==> src/rtl/dist_ascii_tx_if.sv <==
// dist_ascii_tx_if: report request, status and UART byte handshake for dist_ascii_tx
interface dist_ascii_tx_if;
  logic       report;
  logic [8:0] distance;
  logic       tx_done;
  logic       start;
  logic [7:0] tx_data;
  logic       busy;
  logic       frame_done;
  modport master (input report, distance, tx_done, output start, tx_data, busy, frame_done);
  modport slave (output report, distance, tx_done, input start, tx_data, busy, frame_done);
endinterface

==> src/rtl/dist_ascii_tx.sv <==
// dist_ascii_tx: clamps a distance, converts it to BCD and sends "ddd" "cm" CR LF to a UART; DIST_TX_LZ_SUPPRESS_EN blanks leading zeros
module dist_ascii_tx #(
  parameter int MAX_DIST = 400
) (
  input logic clk,
  input logic reset,
  dist_ascii_tx_if.master bus
);
  localparam logic [1:0] IDLE = 2'd0, CONV = 2'd1, SEND = 2'd2, WAIT = 2'd3;
  localparam logic [8:0] CLAMP = 9'(MAX_DIST);
  logic [1:0] state;
  logic [8:0] bin;
  logic [11:0] bcd, adj;
  logic [3:0] cnt;
  logic [2:0] idx;
  logic [7:0] hund, tens, ones, byte_val;
  function automatic logic [3:0] fix(input logic [3:0] d);
    return d >= 4'd5 ? d + 4'd3 : d;
  endfunction
  assign adj = {fix(bcd[11:8]), fix(bcd[7:4]), fix(bcd[3:0])};
  assign ones = {4'h3, bcd[3:0]};
`ifdef DIST_TX_LZ_SUPPRESS_EN
  assign hund = bcd[11:8] == 4'd0 ? 8'h20 : {4'h3, bcd[11:8]};
  assign tens = bcd[11:4] == 8'd0 ? 8'h20 : {4'h3, bcd[7:4]};
`else
  assign hund = {4'h3, bcd[11:8]};
  assign tens = {4'h3, bcd[7:4]};
`endif
  // select the frame byte for the current index
  always_comb begin
    byte_val = idx == 3'd0 ? hund :
               idx == 3'd1 ? tens :
               idx == 3'd2 ? ones :
               idx == 3'd3 ? 8'h63 :
               idx == 3'd4 ? 8'h6D :
               idx == 3'd5 ? 8'h0D : 8'h0A;
  end
  assign bus.start = state == SEND;
  assign bus.tx_data = (state == SEND || state == WAIT) ? byte_val : 8'h00;
  assign bus.busy = state != IDLE;
  assign bus.frame_done = state == WAIT && bus.tx_done && idx == 3'd6;
  // frame sequencer with one double-dabble step per CONV cycle
  always_ff @(posedge clk or negedge reset) begin
    if (!reset) begin
      state <= IDLE;
      bin <= '0;
      bcd <= '0;
      cnt <= '0;
      idx <= '0;
    end else begin
      case (state)
        IDLE: if (bus.report) begin
          bin <= bus.distance > CLAMP ? CLAMP : bus.distance;
          bcd <= '0;
          cnt <= '0;
          idx <= '0;
          state <= CONV;
        end
        CONV: begin
          {bcd, bin} <= {adj[10:0], bin, 1'b0};
          cnt <= cnt + 4'd1;
          if (cnt == 4'd8) state <= SEND;
        end
        SEND: state <= WAIT;
        default: if (bus.tx_done) begin
          idx <= idx == 3'd6 ? 3'd0 : idx + 3'd1;
          state <= idx == 3'd6 ? IDLE : SEND;
        end
      endcase
    end
  end
endmodule

==> src/flat_wrapper.sv <==
// flat-port wrapper written by rule: the top's interface ports become plain ports
module dist_ascii_tx_flat 
#(
  parameter int MAX_DIST = 400
)
  (clk, reset, bus_report, bus_distance, bus_tx_done, bus_start, bus_tx_data, bus_busy, bus_frame_done);
  dist_ascii_tx_if bus_i ();
  input logic clk;
  input logic reset;
  input wire logic [$bits(bus_i.report)-1:0] bus_report;
  input wire logic [$bits(bus_i.distance)-1:0] bus_distance;
  input wire logic [$bits(bus_i.tx_done)-1:0] bus_tx_done;
  output wire logic [$bits(bus_i.start)-1:0] bus_start;
  output wire logic [$bits(bus_i.tx_data)-1:0] bus_tx_data;
  output wire logic [$bits(bus_i.busy)-1:0] bus_busy;
  output wire logic [$bits(bus_i.frame_done)-1:0] bus_frame_done;
  assign bus_i.report = bus_report;
  assign bus_i.distance = bus_distance;
  assign bus_i.tx_done = bus_tx_done;
  assign bus_start = bus_i.start;
  assign bus_tx_data = bus_i.tx_data;
  assign bus_busy = bus_i.busy;
  assign bus_frame_done = bus_i.frame_done;
  dist_ascii_tx #(.MAX_DIST(MAX_DIST)) u_core (.clk(clk), .reset(reset), .bus(bus_i));
endmodule
==> config.mk <==
export PLATFORM = sky130hd
export DESIGN_NAME = dist_ascii_tx_flat
export DESIGN_NICKNAME = d
export VERILOG_FILES = /design/src/rtl/dist_ascii_tx_if.sv /design/src/rtl/dist_ascii_tx.sv /design/src/flat_wrapper.sv
export SDC_FILE = /design/constraint.sdc
export NUM_CORES = 1
export LEC_CHECK = 0
export ABC_AREA = 1
export BUFFER_PORTS_ARGS = -buffer_cell sky130_fd_sc_hd__buf_2
export CAP_MARGIN = 40
export CORE_MARGIN = 5
export CORE_UTILIZATION = 40
export CTS_CLUSTER_SIZE = 30
export DETAILED_ROUTE_END_ITERATION = 10
export SLEW_MARGIN = 5
export SYNTH_ARGS = -nofsm -noshare
export SYNTH_HDL_FRONTEND = slang
export SYNTH_SLANG_ARGS = --single-unit
==> constraint.sdc <==
create_clock -name clk -period 2.59 [get_ports clk]
set_clock_uncertainty 0.1 [all_clocks]
set_input_delay 0.259 -clock clk [delete_from_list [all_inputs] [get_ports clk]]
set_output_delay 0.259 -clock clk [all_outputs]
set_load 0.05 [all_outputs]
==> flow_summary.json <==
{
  "finalSetupViolations": 0,
  "max_freq_ghz": 0.4826,
  "grt_start_max_net_pins": 31,
  "ir_drop_v": 0.0006020,
  "tightestPinTransition_ps": 687.0,
  "static-leakage-power_nw": 1.143,
  "cell_breakdown_of_the_critical_path": "nand2_1 -> inv_1 -> ha_1 -> inv_1 -> nand2_1 -> nand3_1 -> nand2_1 -> a21oi_1 -> buf_2",
  "drt_iter0_drc": 64,
  "max_slew_margin_pct": 54.20,
  "post_synthesis_cell_type_count": 26,
  "htreeDepth": 2,
  "finalCritPeriodShare_pct": 80.01,
  "synth_seq_cells": 30,
  "route.antenna.remaining_nets": 0,
  "via_per_inst": 4.810,
  "grt_setup_unrepaired": "no",
  "crit_path_start": "u_core.idx[1]",
  "tritoncts": "yes",
  "crit_family": "flip-flops",
  "die_area_um2": 6402,
  "asyncSetResetFlopFracSynth_pct": 100.0,
  "cts_made_buffers": 5,
  "topRoutingLayerUsed": "met4",
  "grt_antenna_before_repair": 0,
  "syn-mean-instance-area_um2": 7.208,
  "met3RoutedLength_um": 180,
  "die_w_um": 80.01,
  "worst_ep_arrival_time_ps": 1710,
  "power_per_cell_area_nw_per_um2": 1230,
  "netlist_instances": 272,
  "synth.net_count": 298,
  "reg2reg_from": "u_core.state[1]",
  "first_global_vias": 1733,
  "final_layout_size_suffix_gt1_share_pct": 12.46,
  "ios": 24,
  "grt_pass1_wl_um": 7493,
  "cpMostUsedCell": "nand2_1",
  "setup.worst_path.end_class": "output pin",
  "cts-root-to-sink-buffers": 2,
  "setup_total_negative_slack_ps": 0,
  "placed_cells_incl_taps": 355,
  "die_height_um": 80.01,
  "finish.cell_count_without_fillers": 364,
  "route.vias.total": 1751,
  "detailed_place_hpwl_um": 3226,
  "synth_sequential_area_ratio_pct": 38.29,
  "synth.top_cells.by_area": "dfrtp_1 (38%), nand2_1 (12%), ha_1 (8.3%), inv_1 (8.2%), nand3_1 (6.4%)",
  "hold_path.class": "primary input to flip-flop",
  "finalWorstSetupSlack_ps": 517.8,
  "hold_violations": 0,
  "synth_commonest_cells": "nand2_1 (63), inv_1 (43), dfrtp_1 (30)",
  "holdCritStartpoint": "bus_distance[0]",
  "report.power.total_mw": 2.730,
  "clock_network_latency_to_the_later_pin_of_the_worst_skew_pair_ps": 280,
  "critPathMaxFanout": 8,
  "cp.buffers_inverters": 3,
  "clock_edge_transition_at_the_registers_on_the_reported_setup_and_hold_paths_ps": 60,
  "ys_warn_count": 0,
  "setup.worst_path.class": "flip-flop to output pin",
  "count_of_flip_flops_with_a_built_in_enable_after_synthesis": 0,
  "dp_slack_ps": 812.9,
  "cp_slowest_cell": "dfrtp_1",
  "initial_core_util_pct": 41.24,
  "cts.root.buffer_cell": "clkbuf_8",
  "max_cap_violations": 0,
  "gpl.final_weighted_congestion": 0.7535,
  "placement.io_buffers": 22,
  "cp-start-kind": "flip-flop",
  "post-route-drc-count": 0,
  "postSynth.topFlopCell": "dfrtp_1",
  "m1WireLength_um": 2061,
  "slowest_delay_ps": 450,
  "clock_sink_count": 30,
  "design.core.area_um2": 4755,
  "critical_path_required_ps": 2230,
  "post-synth-top-count-cell": "nand2_1",
  "finalWirelength_um": 4206,
  "num_rows": 25,
  "timing_max_transition_violations_final": 0,
  "met2_wirelength_from_detailed_routing_um": 1904,
  "synth.cell_area_um2": 1961,
  "globalRouteTotalUtil_pct": 14.86,
  "yosys.area.top_type_share_pct": 38.29,
  "routedWlPerCell_um": 11.55,
  "synthToLayoutAreaGrowth_pct": 13.21,
  "final_period_minus_worst_setup_slack_ps": 2072,
  "num_antenna_cells": 0,
  "drt_pass1_iterations": 4,
  "globalRouteOverflowTotal": 0,
  "status": "finished clean",
  "yosysTopAreaCell": "dfrtp_1",
  "fin_nets": 322
}
==> where the power goes <==
group / total (mW) / leakage [nW] / internal, mW / switching (mW)
Sequential: 0.745 / 0.396 / 0.622 / 0.122
Combinational: 1.52 / 0.694 / 0.436 / 1.09
Clock: 0.461 / 0.0524 / 0.288 / 0.173
Total: 2.73 / 1.14 / 1.35 / 1.38
==> cell usage in the layout, fill, tap and decap left out, types with 2 or more instances in the layout <==
| cell | synthesis | layout |
|---|---|---|
| inv_2 | 3 | 3 |
| nand3_1 | 25 | 25 |
| clkbuf_1 | 0 | 2 |
| nor3_1 | 3 | 3 |
| inv_1 | 43 | 43 |
| buf_2 | 2 | 22 |
| dfrtp_1 | 30 | 30 |
| nor2_2 | 1 | 2 |
| o22ai_1 | 10 | 10 |
| xor2_1 | 2 | 2 |
| a21oi_1 | 16 | 16 |
| o21ai_0 | 18 | 18 |
| ha_1 | 13 | 13 |
| clkbuf_8 | 1 | 5 |
| nor2_1 | 27 | 26 |
| nand4_1 | 3 | 3 |
| nand2_1 | 63 | 63 |
==> final cells by class <==
cell class / count / area [um^2]
multi-input cells: 189 / 978.4
repair buffers: 24 / 127.6
well taps: 67 / 83.83
flip-flops and latches: 30 / 750.7
fillers: 493 / 2535
clock inverters: 1 / 30.03
inverters: 46 / 172.7
clock buffers: 7 / 76.32
==> timing repair <==
action                    4_1_cts  5_1_grt
hold buffers                    1        0
gates resized for setup         0        0
buffers inserted                0        0
hold endpoints to repair       30        0
==> path summary, 6_finish.rpt <==
kind	slack [ps]	depth (start not counted)	to
setup / recovery	520	9	bus_tx_data[3]
hold / removal	120	3	u_core.bin[0]
setup reg to reg	770	6	u_core.bcd[3]
hold reg to reg	380	2	u_core.bin[4]
max in group asynchronous	1480	2	u_core.bcd[10]
min in group asynchronous	460	2	u_core.idx[0]
==> logic make-up (layout without fill, tap and decap cells) <==
kind of cell,after synthesis,after routing,share of synthesized area [%]
xor gates and xnor gates,2,2,0.8936
buffers and inverters,53,78,11.93
and+or+nand+nor,123,123,25.97
other,1,1,0.1913
AOI/OAI and AO/OA,50,50,14.42
DFF,30,30,38.29
adders and majority gates,13,13,8.296
==> through the flow <==
step	utilization (%)	hold WS, ps	cell area, um^2
after CTS	46.68	113.9	2220
after global placement	44.24	249.4	2103
after detailed placement	44.24	245.9	2103
after floorplan	-	-136.6	1963
after global routing	46.68	120.0	2220
final	46.68	119.2	2220
==> registers in the layout (all words and copies together), names as in the netlist <==
register / count
u_core.bcd: 12
u_core.bin: 9
u_core.state: 2
u_core.idx: 3
u_core.cnt: 4
==> metal layers <==
layer | up-vias | GRT usage [%]
met4 | 0 | 5.405
li1 | 917 | -
met3 | 7 | 3.047
met5 | - | 0
met1 | 790 | 18.95
met2 | 37 | 24.67
==> worst min-delay path: cells and delay by family <==
family / cells / cell delay (ps)
AND/OR/NAND/NOR: 2 / 120
buffers and inverters: 1 / 80
(Power assumes the default switching activity.)
